$ cat src/rtl/soc_mode_pkg.sv
// Shared types and counter-width helper for the SoC mode controller.
package soc_mode_pkg;

    typedef enum logic [1:0] {
        MODE_HOLD  = 2'd0,
        MODE_RUN   = 2'd1,
        MODE_DRAIN = 2'd2,
        MODE_PROG  = 2'd3
    } mode_state_e;

    // Counters only ever hold values up to (count - 1), so clog2 of the largest count suffices.
    function automatic int unsigned cnt_width(input int unsigned a, input int unsigned b,
                                              input int unsigned c);
        int unsigned m;
        m = a;
        if (b > m) m = b;
        if (c > m) m = c;
        return (m < 2) ? 1 : $clog2(m);
    endfunction

    localparam int unsigned CNT_W_DEFAULT = cnt_width(1024, 16, 4096);

endpackage

$ cat src/rtl/soc_mode_debounce.sv
// Mode-pin synchroniser and debounce counter; dbm_o toggles after the synchronised
// pin has disagreed with it for DEBOUNCE_CYCLES consecutive cycles.
module soc_mode_debounce #(
    parameter int unsigned SYNC_STAGES     = 2,
    parameter int unsigned DEBOUNCE_CYCLES = 1024,
    parameter int unsigned CNT_W           = soc_mode_pkg::CNT_W_DEFAULT
) (
    input  logic clk_i,
    input  logic reset_i,
    input  logic pin_i,
    output logic dbm_o
);

    localparam logic [CNT_W-1:0] CNT_LAST = CNT_W'(DEBOUNCE_CYCLES - 1);

    logic [SYNC_STAGES-1:0] sync_q;
    logic [CNT_W-1:0]       cnt_q, cnt_d;
    logic                   dbm_q, dbm_d;
    logic                   pin_sync;

    assign pin_sync = sync_q[SYNC_STAGES-1];

    always_comb begin
        cnt_d = '0;
        dbm_d = dbm_q;
        if (pin_sync != dbm_q) begin
            if (cnt_q == CNT_LAST) begin
                dbm_d = ~dbm_q;
            end else begin
                cnt_d = cnt_q + 1'b1;
            end
        end
    end

    always_ff @(posedge clk_i) begin
        if (reset_i) begin
            sync_q <= '0;
            cnt_q  <= '0;
            dbm_q  <= 1'b0;
        end else begin
            sync_q <= {sync_q[SYNC_STAGES-2:0], pin_i};
            cnt_q  <= cnt_d;
            dbm_q  <= dbm_d;
        end
    end

    assign dbm_o = dbm_q;

endmodule

$ cat src/rtl/soc_mode_ctrl.sv
// Programmer-mode sequencer: drain/hold reset FSM plus glitch-free UART/QSPI pad routing.
// Build option SOC_MODE_QSPI_TIE_EN ties QSPI inputs off for bring-up without flash.
//
// state | meaning
// HOLD  | core and programmer in reset for RESET_HOLD_CYCLES, pads parked
// RUN   | core owns all UART and QSPI pads
// DRAIN | core still running, RX gated, waiting for core TX to go idle
// PROG  | core in reset, programmer owns UART channel PROG_CH
module soc_mode_ctrl
    import soc_mode_pkg::*;
#(
    parameter int unsigned UART_CH           = 1,
    parameter int unsigned PROG_CH           = 0,
    parameter int unsigned QSPI_LANES        = 4,
    parameter int unsigned SYNC_STAGES       = 2,
    parameter int unsigned DEBOUNCE_CYCLES   = 1024,
    parameter int unsigned RESET_HOLD_CYCLES = 16,
    parameter int unsigned DRAIN_TIMEOUT     = 4096
) (
    input  logic                  clk_i,
    input  logic                  reset_i,
    input  logic                  prog_mode_i,
    input  logic [UART_CH-1:0]    uart_rx_pad_i,
    output logic [UART_CH-1:0]    uart_tx_pad_o,
    output logic [UART_CH-1:0]    core_uart_rx_o,
    input  logic [UART_CH-1:0]    core_uart_tx_i,
    input  logic [UART_CH-1:0]    core_uart_busy_i,
    output logic                  prog_uart_rx_o,
    input  logic                  prog_uart_tx_i,
    output logic                  core_reset_o,
    output logic                  prog_reset_o,
    output logic                  prog_enable_o,
    output logic [1:0]            mode_o,
    input  logic                  core_qspi_sclk_i,
    input  logic                  core_qspi_cs_n_i,
    output logic                  pad_qspi_sclk_o,
    output logic                  pad_qspi_cs_n_o,
    input  logic [QSPI_LANES-1:0] core_qspi_do_i,
    input  logic [QSPI_LANES-1:0] core_qspi_oen_i,
    output logic [QSPI_LANES-1:0] pad_qspi_do_o,
    output logic [QSPI_LANES-1:0] pad_qspi_oen_o,
    input  logic [QSPI_LANES-1:0] pad_qspi_di_i,
    output logic [QSPI_LANES-1:0] core_qspi_di_o
);

    localparam int unsigned      CNT_W      = cnt_width(DEBOUNCE_CYCLES, RESET_HOLD_CYCLES,
                                                        DRAIN_TIMEOUT);
    localparam logic [CNT_W-1:0] HOLD_LOAD  = CNT_W'(RESET_HOLD_CYCLES - 1);
    localparam logic [CNT_W-1:0] DRAIN_LOAD = CNT_W'(DRAIN_TIMEOUT - 1);

    mode_state_e      state_q, state_d;
    logic [CNT_W-1:0] tmr_q, tmr_d;
    logic             core_reset_q, prog_reset_q, prog_enable_q;
    logic             dbm;
    logic             qspi_pass;

    soc_mode_debounce #(
        .SYNC_STAGES    (SYNC_STAGES),
        .DEBOUNCE_CYCLES(DEBOUNCE_CYCLES),
        .CNT_W          (CNT_W)
    ) u_debounce (
        .clk_i  (clk_i),
        .reset_i(reset_i),
        .pin_i  (prog_mode_i),
        .dbm_o  (dbm)
    );

    // One shared down-counter times both the reset hold and the drain timeout.
    always_comb begin
        state_d = state_q;
        tmr_d   = tmr_q;
        unique case (state_q)
            MODE_HOLD: begin
                if (tmr_q == '0) begin
                    state_d = dbm ? MODE_PROG : MODE_RUN;
                end else begin
                    tmr_d = tmr_q - 1'b1;
                end
            end
            MODE_RUN: begin
                if (dbm) begin
                    state_d = MODE_DRAIN;
                    tmr_d   = DRAIN_LOAD;
                end
            end
            MODE_DRAIN: begin
                if (!dbm) begin
                    state_d = MODE_RUN;
                end else if (core_uart_busy_i == '0 || tmr_q == '0) begin
                    state_d = MODE_PROG;
                end else begin
                    tmr_d = tmr_q - 1'b1;
                end
            end
            MODE_PROG: begin
                if (!dbm) begin
                    state_d = MODE_HOLD;
                    tmr_d   = HOLD_LOAD;
                end
            end
            default: begin
                state_d = MODE_HOLD;
                tmr_d   = HOLD_LOAD;
            end
        endcase
    end

    always_ff @(posedge clk_i) begin
        if (reset_i) begin
            state_q       <= MODE_HOLD;
            tmr_q         <= HOLD_LOAD;
            core_reset_q  <= 1'b1;
            prog_reset_q  <= 1'b1;
            prog_enable_q <= 1'b0;
        end else begin
            state_q       <= state_d;
            tmr_q         <= tmr_d;
            core_reset_q  <= (state_d == MODE_HOLD) || (state_d == MODE_PROG);
            prog_reset_q  <= (state_d != MODE_PROG);
            prog_enable_q <= (state_d == MODE_PROG);
        end
    end

    assign core_reset_o  = core_reset_q;
    assign prog_reset_o  = prog_reset_q;
    assign prog_enable_o = prog_enable_q;
    assign mode_o        = state_q;

    // Pad routing decodes only the state register, never the raw or debounced pin.
    always_comb begin
        uart_tx_pad_o  = '1;
        core_uart_rx_o = '1;
        prog_uart_rx_o = 1'b1;
        unique case (state_q)
            MODE_RUN: begin
                uart_tx_pad_o  = core_uart_tx_i;
                core_uart_rx_o = uart_rx_pad_i;
                prog_uart_rx_o = uart_rx_pad_i[PROG_CH];
            end
            MODE_DRAIN: begin
                uart_tx_pad_o = core_uart_tx_i;
            end
            MODE_PROG: begin
                uart_tx_pad_o[PROG_CH] = prog_uart_tx_i;
                prog_uart_rx_o         = uart_rx_pad_i[PROG_CH];
            end
            default: begin
                uart_tx_pad_o = '1;
            end
        endcase
    end

    assign qspi_pass = (state_q == MODE_RUN) || (state_q == MODE_DRAIN);

    always_comb begin
        pad_qspi_sclk_o = qspi_pass ? core_qspi_sclk_i : 1'b0;
        pad_qspi_cs_n_o = qspi_pass ? core_qspi_cs_n_i : 1'b1;
        pad_qspi_do_o   = qspi_pass ? core_qspi_do_i : '0;
`ifdef SOC_MODE_QSPI_TIE_EN
        pad_qspi_oen_o  = '1;
        core_qspi_di_o  = '0;
`else
        pad_qspi_oen_o  = qspi_pass ? core_qspi_oen_i : '1;
        core_qspi_di_o  = qspi_pass ? pad_qspi_di_i : '0;
`endif
    end

endmodule

$ cat config.mk
export PLATFORM = sky130hd
export DESIGN_NAME = soc_mode_ctrl
export DESIGN_NICKNAME = d
export VERILOG_FILES = /design/src/rtl/soc_mode_pkg.sv /design/src/rtl/soc_mode_debounce.sv /design/src/rtl/soc_mode_ctrl.sv
export SDC_FILE = /design/constraint.sdc
export NUM_CORES = 1
export LEC_CHECK = 0
export CAP_MARGIN = 20
export CORE_MARGIN = 2
export CORE_UTILIZATION = 44
export CTS_CLUSTER_SIZE = 20
export DETAILED_ROUTE_END_ITERATION = 8
export PLACE_DENSITY = 0.82
export SYNTH_ARGS = -nofsm -noshare
export SYNTH_HDL_FRONTEND = slang
export SYNTH_SLANG_ARGS = --single-unit
$ cat constraint.sdc
create_clock -name clk_i -period 1.8 [get_ports clk_i]
set_input_delay 0.36 -clock clk_i [delete_from_list [all_inputs] [get_ports clk_i]]
set_output_delay 0.36 -clock clk_i [all_outputs]
set_load 0.03 [all_outputs]
==> summary.md, run 1 <==
| Metric | Value |
|---|---|
| Top Metal Used | `met4` |
| Largest net degree at the start of global routing | `23` |
| Number of buffers added on ports | `42` |
| Number of global-route vias before repair | `between 1500 and 2000` |
| Number of antenna violations at the first check in global routing | `0` |
| Power Dens Cells | `between 700 and 800 nW/um^2` |
| Actual transition at the worst max-transition pin | `473.6 ps` |
| Utilization of the core after routing | `0.6719` |
| Post-DR wirelength/cell | `12.88 um` |
| CTS tree | `built` |
| Remaining DRCs | `0` |
| # placed instances | `335` |
| Max-slew violation total from the final report | `0` |
| Tot GR Track Use | `0.2107` |
| Final-report setup violation count | `20` |
| Primary FF master, synth | `sky130_fd_sc_hd__dfxtp_1` |
| Leakage power | `1.079 nW` |
| Antenna diodes | `0` |
| Instance count of the mapped netlist | `216` |
| Mean instance size in the synthesized netlist | `8.185 um^2` |
| Full die area | `4541 um^2` |
| Synth warnings | `0` |
| Number of nets still failing antenna checks after routing | `0` |
| Number of enable-type register cells in the synthesized netlist | `0` |
| Startpoint Class | `flop` |
| Post-route met1 wirelength | `1896 um` |
| Starting density of the core | `0.4484` |
| Worst EP required | `1990 ps` |
| Top-Level Pins | `43` |
| Vertical extent of the die | `between 60 and 70 um` |
| Gpl congestion | `0.8277` |
| Max Clk Rate | `around 500 MHz` |
| Number of distinct library cells after synthesis | `41` |
| Clock latency reported for the late side of the worst-skew pair | `290 ps` |
| Post-Route Skew | `5.787 ps` |
| Synth-to-Final Area Change | `49.82%` |
| Cell at the root of the clock tree | `sky130_fd_sc_hd__clkbuf_8` |
| Maximum root-to-sink buffer count | `2` |
| Initial DRC Count | `80` |
| Synthesis-stage register bit count | `32` |
| Hold Path Class | `flop to flop` |
| Placeable core region | `3943 um^2` |
| Setup repair after global routing missed its margin | `true` |
| Sequential share of the synthesized area | `0.3623` |
| Violations in the final reports | `setup timing` |
| Peak ir drop on the vdd network | `414.0 uV` |
| Data arrival time of the critical path | `2160 ps` |
| Half-perimeter wire length after detailed placement | `about 3200 um` |
| Outcome | `finished with violations` |
| Global-route congestion overflow total | `0` |
| Detail Route met2 WL | `between 2000 and 2500 um` |
| DR pass1 iterations | `4` |
| Final Critical Period | `1974 ps` |
| Post-synth design cell area | `around 1800 um^2` |
| Vias per cell | `5.288` |
| Routed length on met3 | `292 um` |
| Wire length of the first global-routing pass | `7272 um` |
| Share of flip-flops with an asynchronous set or reset | `0` |
| Number of maximum-capacitance constraint violations | `0` |
| Count of H-tree levels built during CTS | `2` |
| Total wire length | `4430 um` |
| Period Utilization, post-route | `1.097` |
| Number of nets in the layout | `324` |
| Nature of the critical path endpoint | `flop` |
| Share of final-layout standard cells stronger than drive strength 1 | `0.3197` |
| Synth Net Count | `247` |
| Peak fanout along the critical path | `5` |
| Number of hold buffers added after cts | `0` |
| Final Instance Count excl. Fillers | `344` |
| Critical path type | `flop to flop` |
| Row Count | `23` |
| Post-layout worst setup margin | `-173.8 ps` |
| CTS Buf Count | `5` |
| Die width | `67.39 um` |
| CTS clock-pin slew for the worst setup and hold paths | `70 ps` |
| Relative slew margins | `0.6831` |
| Hold Fails Final Rpt | `0` |
| Number of vias after detailed routing | `1819` |
| Placement Setup Slack | `-250.0 ps` |
| # clock sinks | `32` |
[Yosys cell counts, types with 2 or more instances]
cell | count | area (um^2)
sky130_fd_sc_hd__a21oi_1 | 14 | 70.07
sky130_fd_sc_hd__a31oi_1 | 4 | 25.02
sky130_fd_sc_hd__and2_1 | 9 | 56.30
sky130_fd_sc_hd__and3_1 | 3 | 18.77
sky130_fd_sc_hd__clkbuf_1 | 7 | 26.28
sky130_fd_sc_hd__dfxtp_1 | 32 | 640.6
sky130_fd_sc_hd__ha_1 | 10 | 125.1
sky130_fd_sc_hd__inv_1 | 9 | 33.78
sky130_fd_sc_hd__mux2i_1 | 2 | 20.02
sky130_fd_sc_hd__nand2_1 | 6 | 22.52
sky130_fd_sc_hd__nand2b_1 | 11 | 68.82
sky130_fd_sc_hd__nand3_1 | 6 | 30.03
sky130_fd_sc_hd__nand4_1 | 3 | 18.77
sky130_fd_sc_hd__nor2_1 | 29 | 108.9
sky130_fd_sc_hd__nor2b_1 | 4 | 25.02
sky130_fd_sc_hd__nor3_1 | 8 | 40.04
sky130_fd_sc_hd__nor4_1 | 2 | 12.51
sky130_fd_sc_hd__o21a_1 | 3 | 22.52
sky130_fd_sc_hd__o21ai_0 | 18 | 90.09
sky130_fd_sc_hd__o21bai_1 | 2 | 15.01
sky130_fd_sc_hd__o31ai_1 | 2 | 15.01
sky130_fd_sc_hd__or2_2 | 4 | 25.02
sky130_fd_sc_hd__or3_1 | 2 | 12.51
sky130_fd_sc_hd__xnor2_1 | 4 | 35.03
sky130_fd_sc_hd__xor2_1 | 6 | 52.55
[placed cells by master, fill, tap and decap left out, types with 8 or more instances in the layout]
cell / n
sky130_fd_sc_hd__nor2_1: 29
sky130_fd_sc_hd__dfxtp_1: 30
sky130_fd_sc_hd__and2_2: 8
sky130_fd_sc_hd__inv_1: 8
sky130_fd_sc_hd__a21oi_1: 14
sky130_fd_sc_hd__clkdlybuf4s50_1: 23
sky130_fd_sc_hd__o21ai_0: 13
sky130_fd_sc_hd__buf_4: 49
sky130_fd_sc_hd__nand2b_1: 11
[path summary, 6_finish.rpt]
kind	start	endpoint	slack (ps)	depth (start not counted)
setup reg to reg	tmr_q[10]	core_reset_o	-170	7
hold reg to reg	u_debounce.sync_q[0]	u_debounce.sync_q[1]	450	1
setup / recovery	tmr_q[10]	core_reset_o	-170	7
hold / removal	u_debounce.sync_q[0]	u_debounce.sync_q[1]	450	1
[worst max-delay path, stage by stage (launching register included)]
cell	delay, ps
sky130_fd_sc_hd__dfxtp_1	310
sky130_fd_sc_hd__or4_4	550
sky130_fd_sc_hd__nor4_4	140
sky130_fd_sc_hd__buf_4	190
sky130_fd_sc_hd__mux2i_2	240
sky130_fd_sc_hd__a21boi_2	100
sky130_fd_sc_hd__ha_1	290
sky130_fd_sc_hd__nand2b_1	50
[routing by layer]
metal	up-vias	track usage
li1	901	-
met1	831	0.2446
met4	0	0.07653
met5	-	0
met2	79	0.3626
met3	8	0.06667
[cell type report]
type	count	area, um^2
tap	50	62.56
fill	291	1294
multi-input combinational	166	1136
clock buffer	5	68.82
sequential	32	643.1
clock inverter	3	42.54
timing repair buffer	78	656.9
inverter	10	38.79
[what timing repair did]
item,in CTS,in global routing
endpoints found under the setup margin,33,40
pin swaps,1,0
setup buffers,0,1
resized for setup,21,11
cloned,0,0
[through the flow]
step / area (um^2) / power [mW] / hold slack, ps / setup TNS [ps]
2_1_floorplan: 1784 / 1.050 / 413.0 / -272.1
3_3_place_gp: 2455 / 1.257 / 426.2 / -2278
3_5_place_dp: 2455 / 1.268 / 444.3 / -2897
4_1_cts: 2590 / 1.970 / 453.0 / -1689
5_1_grt: 2649 / 2.059 / 467.7 / -3512
6_report: 2649 / 1.977 / 450.2 / -1369
[logic make-up after synthesis]
kind of cell | count (synthesis) | share of synthesized area
muxes | 2 | 0.01132
DFF | 32 | 0.3623
xor gates and xnor gates | 10 | 0.04954
adders and majority gates | 10 | 0.07077
AOI/OAI and AO/OA | 52 | 0.1833
buffers and inverters | 18 | 0.04246
and+or+nand+nor | 92 | 0.2803
[state kept, by name (all words and copies together), names as in the netlist]
signal	cells
u_debounce.sync_q	2
tmr_q	12
u_debounce.cnt_q	12
u_debounce.dbm_o	1
prog_enable_o	1
core_reset_o	1
prog_reset_o	1
mode_o	2
[power breakdown]
part           internal (mW)  switching, mW  leakage [nW]
registers              0.744         0.0184         0.261
clock network          0.409          0.289        0.0541
logic                  0.255          0.261         0.764
Note: power is estimated with default switching activity, not from simulation.
==> run 2: changes to the inputs <==
- CORE_UTILIZATION: 44 -> 53
- PLACE_DENSITY: 0.82 -> 0.92
- REMOVE_ABC_BUFFERS: default -> 1
- clock period: 1.8 -> 2.3 ns (I/O delays scaled with it)
==> run 2 against run 1 <==
The flow now finishes without violations; register-to-register slack improved by 380 ps; sequential cell count unchanged; worst hold slack got worse by 3.5 ps; clock skew increased by 1.6 ps; first-iteration DRC count decreased by 24%; sequential share of layout area increased by 3.4 points; wire length decreased by 14%; core utilization increased by 7.3 points; clock power decreased by 40%; total power decreased by 32%; largest power group unchanged.
==> summary.md, run 2 (same netlist as run 1, synthesis figures left out) <==
| Metric | Value |
|---|---|
| Die width | `61.76 um` |
| Number of nets still failing antenna checks after routing | `0` |
| # placed instances | `304` |
| Share of final-layout standard cells stronger than drive strength 1 | `0.1604` |
| Global-route congestion overflow total | `0` |
| Cell at the root of the clock tree | `sky130_fd_sc_hd__clkbuf_4` |
| Startpoint Class | `flop` |
| Data arrival time of the critical path | `1680 ps` |
| Number of cell instances on the worst register-to-register path | `9` |
| Antenna diodes | `0` |
| Largest net degree at the start of global routing | `23` |
| Post-layout worst setup margin | `158.2 ps` |
| Count of H-tree levels built during CTS | `2` |
| Synth-to-Final Area Change | `30.71%` |
| Placeable core region | `a little over 3000 um^2` |
| Largest registers in the final layout | `tmr_q: 12 flops, u_debounce.cnt_q: 12 flops` |
| Actual transition at the worst max-transition pin | `about 480 ps` |
| Number of hold buffers added after cts | `0` |
| Final Critical Period | `around 2100 ps` |
| Maximum root-to-sink buffer count | `2` |
| Vertical extent of the die | `61.76 um` |
| Post-DR wirelength/cell | `about 12 um` |
| Number of nets in the layout | `298` |
| Number of global-route vias before repair | `1445` |
| Peak ir drop on the vdd network | `around 330 uV` |
| Leakage power | `between 0.9 and 1 nW` |
| Final Instance Count excl. Fillers | `312` |
| Tot GR Track Use | `0.2244` |
| Outcome | `finished, final reports clean` |
| Hold Path Class | `flop to flop` |
| Commonest non-fill, non-tap cell in the layout | `sky130_fd_sc_hd__dfxtp_1` |
| Half-perimeter wire length after detailed placement | `~2900 um` |
| Initial DRC Count | `61` |
| Seq. cell area | `640.6 um^2` |
| Post-Route Skew | `around 7.3 ps` |
| Number of maximum-capacitance constraint violations | `0` |
| Relative slew margins | `0.6799` |
| Number of vias after detailed routing | `around 1700` |
| Slack of the worst reg-to-reg path | `between 200 and 250 ps` |
| Full die area | `3814 um^2` |
| Multi-input logic area | `roughly 1100 um^2` |
| Remaining DRCs | `0` |
| Number of instances on the worst hold path | `1` |
| Number of buffers added on ports | `42` |
| Max-slew violation total from the final report | `0` |
| Final-report setup violation count | `0` |
| Setup repair after global routing missed its margin | `false` |
| Period Utilization, post-route | `0.9312` |
| Top-Level Pins | `43` |
| Placement Setup Slack | `49.25 ps` |
| Wire length of the first global-routing pass | `6258 um` |
| Row Count | `20` |
| Peak fanout along the critical path | `12` |
| Number of antenna violations at the first check in global routing | `0` |
| Critical path type | `flop to output port` |
| CTS tree | `built` |
| Most used cells in the layout excluding fill and tap cells | `sky130_fd_sc_hd__dfxtp_1, sky130_fd_sc_hd__nor2_1, sky130_fd_sc_hd__clkdlybuf4s50_1` |
| DR pass1 iterations | `4` |
| Hold Fails Final Rpt | `0` |
| Gpl congestion | `between 0.8 and 0.9` |
| Nature of the critical path endpoint | `output port` |
| Utilization of the core after routing | `0.7448` |
| CTS Buf Count | `5` |
| # clock sinks | `32` |
| Clock latency reported for the late side of the worst-skew pair | `between 300 and 400 ps` |
| CTS clock-pin slew for the worst setup and hold paths | `approximately 100 ps` |
| Power Dens Cells | `579.6 nW/um^2` |
| Design Power | `about 1.3 mW` |
| Total wire length | `3820 um` |
| FILL cells | `about 230` |
| Max Clk Rate | `466.9 MHz` |
| Worst EP required | `1840 ps` |
| Vias per cell | `5.551` |
| Starting density of the core | `0.5698` |
## run 2: repair_timing
| item | in CTS | in global routing |
|---|---|---|
| gates resized for setup | 3 | 4 |
| setup endpoints to repair | 3 | 2 |
| setup buffers | 0 | 0 |
## run 2: metal layers
layer  GRT usage  vias up  wire length, um
met5           0        -                0
met4     0.09422        0               68
met3     0.08282        5              285
met2      0.3714       82             1855
met1      0.2619      792             1610
li1            -      853                -
## run 2: path summary, 6_finish.rpt
check,start,to
max,mode_o[0],core_uart_rx_o
min,u_debounce.sync_q[0],u_debounce.sync_q[1]
max reg2reg,mode_o[0],core_reset_o
min reg2reg,u_debounce.sync_q[0],u_debounce.sync_q[1]
## run 2: final cells by class
class | count | area share
clock buffer | 6 | 0.01787
clock inverter | 2 | 0.01516
inverter | 10 | 0.01624
multi-input combinational | 166 | 0.4553
sequential | 32 | 0.2772
tap | 44 | 0.02382
timing repair buffer | 52 | 0.1944
## run 2: worst max-delay path, cell delays in order (launching register included)
cell and delay, ps:
sky130_fd_sc_hd__dfxtp_1 340, sky130_fd_sc_hd__buf_4 180, sky130_fd_sc_hd__ha_1 220, sky130_fd_sc_hd__buf_4 160
sky130_fd_sc_hd__nand2b_1 60, sky130_fd_sc_hd__dlygate4sd2_1 390
## run 2: metrics by stage
stage	hold WS, ps	TNS, ps	area (um^2)
6_report	446.7	0	2311
4_1_cts	449.1	0	2318
5_1_grt	469.7	0	2311
3_3_place_gp	416.7	0	2246
3_5_place_dp	425.4	0	2246
2_1_floorplan	413.0	-1599	1730
## run 2: power breakdown
part	switching (mW)	leakage, nW	internal [mW]
clock	0.193	0.0422	0.228
combinational	0.170	0.606	0.144
sequential	0.0229	0.260	0.582
total	0.386	0.908	0.954
==> run 3: changes to the inputs <==
- CORE_UTILIZATION: 53 -> 44
- PLACE_DENSITY: 0.92 -> 0.82
- clock period: 2.3 -> 1.8 ns (I/O delays scaled with it)
==> run 3 against run 2 <==
The flow now finishes with violations (setup timing); via count rose by 9.4%; largest power group unchanged; core utilization down 2.6 points; clock skew barely moved; wire length increased by 38%; count of clock-buffer cells in the layout unchanged; worst hold slack lost 4.8 ps; register-to-register slack lost 390 ps; first-iteration DRC count grew 11%.
==> summary.md, run 3 (same netlist as run 1, synthesis figures left out) <==
| Metric | Value |
|---|---|
| Initial DRC Count | `68` |
| Combinational fraction of design power | `0.285` |
| Highest-delay cell along the critical path | `sky130_fd_sc_hd__or4_4` |
| Row Count | `23` |
| Post-DR wirelength/cell | `15.32 um` |
| Vias per cell | `5.493` |
| Total wire length | `between 5000 and 6000 um` |
| P_sw | `0.6023 mW` |
| Vertical extent of the die | `67.39 um` |
| Leakage power | `1.139 nW` |
| Tightest hold margin | `between 400 and 500 ps` |
| Internal Pwr Total | `between 1 and 1.5 mW` |
| Antenna diodes | `0` |
| Commonest non-fill, non-tap cell in the layout | `sky130_fd_sc_hd__buf_4` |
| Remaining DRCs | `0` |
| Nature of the critical path endpoint | `flop` |
| Power Dens Cells | `722.6 nW/um^2` |
| Fraction of power spent switching nets | `0.2943` |
| Violations in the final reports | `setup timing` |
| Startpoint Class | `flop` |
| Maximum root-to-sink buffer count | `2` |
| Final-report setup violation count | `18` |
| Max-slew violation total from the final report | `0` |
| Clock power frac | `0.336` |
| Cell chain of the critical path | `or4_4 -> nor4_4 -> mux2i_1 -> a21boi_2 -> ha_1 -> nor2b_1` |
| Half-perimeter wire length after detailed placement | `roughly 3200 um` |
| Setup repair after global routing missed its margin | `true` |
| CTS Buf Count | `5` |
| Data arrival time of the critical path | `2160 ps` |
| Worst setup path endpoint | `prog_enable_o` |
| Crit-path max cell delay | `550 ps` |
| Period Utilization, post-route | `1.100` |
| Full die area | `about 4500 um^2` |
| Starting density of the core | `0.4484` |
| # clock sinks | `32` |
| Number of nets still failing antenna checks after routing | `0` |
| Number of maximum-capacitance constraint violations | `0` |
| Worst R2R Start | `tmr_q[9]` |
| Clock latency reported for the late side of the worst-skew pair | `290 ps` |
| Critical path type | `flop to flop` |
| Number of antenna violations at the first check in global routing | `0` |
| Peak ir drop on the vdd network | `513.3 uV` |
| Placeable core region | `3943 um^2` |
| Setup Total Neg Slack | `-1519 ps` |
| Largest registers in the final layout | `tmr_q: 12 flops, u_debounce.cnt_q: 12 flops` |
| Number of vias after detailed routing | `1895` |
| Number of hold buffers added after cts | `0` |
| Relative slew margins | `0.4259` |
| Peak fanout along the critical path | `4` |
| CTS tree | `built` |
| Hold Path Class | `flop to flop` |
| Cell at the root of the clock tree | `sky130_fd_sc_hd__clkbuf_8` |
| Worst flop-to-flop path endpoint | `prog_enable_o` |
| Part of the power in registers | `0.379` |
| Number of cell instances on the worst register-to-register path | `6` |
| Outcome | `finished with violations` |
| Largest net degree at the start of global routing | `23` |
| Top-Level Pins | `43` |
| CTS clock-pin slew for the worst setup and hold paths | `roughly 70 ps` |
| Final Critical Period | `1980 ps` |
| Actual transition at the worst max-transition pin | `858.0 ps` |
| Most used cells in the layout excluding fill and tap cells | `sky130_fd_sc_hd__buf_4, sky130_fd_sc_hd__dfxtp_1, sky130_fd_sc_hd__nor2_1` |
| Max Clk Rate | `505.1 MHz` |
| Hold Fails Final Rpt | `0` |
| Gpl congestion | `0.8294` |
| Tot GR Track Use | `0.2538` |
| Critical path startpoint | `tmr_q[9]` |
| Synth-to-Final Area Change | `60.23%` |
| Number of global-route vias before repair | `just under 2000` |
| Die width | `a little under 70 um` |
| Number of nets in the layout | `325` |
| FILL cells | `260` |
| DR pass1 iterations | `4` |
| Wire length of the first global-routing pass | `about 8600 um` |
| Global-route congestion overflow total | `0` |
| Post-Route Skew | `7.114 ps` |
| Post-layout worst setup margin | `-179.7 ps` |
| Share of final-layout standard cells stronger than drive strength 1 | `0.3525` |
| Count of H-tree levels built during CTS | `2` |
| Worst EP required | `1980 ps` |
| Number of buffers added on ports | `42` |
| Slack of the worst reg-to-reg path | `-180 ps` |
run 3: power groups by stage:
stage	logic [mW]	registers, mW	clock network (mW)
3_3_place_gp	0.450	0.781	0
3_5_place_dp	0.458	0.782	0
5_1_grt	0.625	0.779	0.723
2_1_floorplan	0.241	0.794	0
6_report	0.584	0.775	0.688
4_1_cts	0.542	0.773	0.698
run 3: cell type report:
| cell class | instances | area, um^2 | share of cell area |
|---|---|---|---|
| Timing Repair Buffer | 78 | 705.7 | 0.2491 |
| Inverter | 10 | 45.04 | 0.01590 |
| Sequential cell | 32 | 645.6 | 0.2279 |
| Tap cell | 50 | 62.56 | 0.02208 |
| Multi-Input combinational cell | 167 | 1266 | 0.4470 |
| Clock buffer | 6 | 72.57 | 0.02562 |
| Clock inverter | 2 | 35.03 | 0.01237 |
run 3: worst min path at each step:
stage,from,cells past startpoint,endpoint,slack (ps)
after floorplan,u_debounce.cnt_q[0],1,u_debounce.cnt_q[0],410
after global placement,u_debounce.sync_q[0],1,u_debounce.sync_q[1],420
after detailed placement,u_debounce.sync_q[0],1,u_debounce.sync_q[1],430
after CTS,u_debounce.sync_q[0],1,u_debounce.sync_q[1],450
after global routing,u_debounce.sync_q[0],1,u_debounce.sync_q[1],450
final,u_debounce.sync_q[0],1,u_debounce.sync_q[1],440
run 3: routing by layer:
metal  wire length [um]  GRT usage  vias to the layer above
met5                  0          0                        -
met4                147     0.1199                        0
met3                317    0.05667                       15
met2               2747     0.4567                       87
met1               2074     0.2815                      876
li1                   -          -                      917
run 3: critical path, delay by kind of cell (launching register included):
family | cells | cell delay (ps)
multiplexers | 1 | 300
AND/OR/NAND/NOR | 3 | 940
AO/OA/AOI/OAI | 1 | 110
adder cells (fa/ha/maj) | 1 | 210
flip-flops | 1 | 320
run 3: what timing repair did:
| item | CTS | global route |
|---|---|---|
| gates cloned | 2 | 0 |
| endpoints found under the setup margin | 35 | 41 |
| resized for setup | 64 | 15 |
| pin swaps | 16 | 6 |
| setup buffers | 5 | 2 |
run 3: per-stage QoR:
stage	power, mW	instance area (um^2)	utilization	instances	setup slack, ps
3_3_place_gp	1.231	2384	0.6046	328	-256.1
4_1_cts	2.012	2744	0.6960	343	-103.6
3_5_place_dp	1.240	2384	0.6046	328	-240.8
6_report	2.047	2833	0.7185	345	-179.7
2_1_floorplan	1.035	1730	-	208	-586.9
5_1_grt	2.127	2833	0.7185	345	-270.5
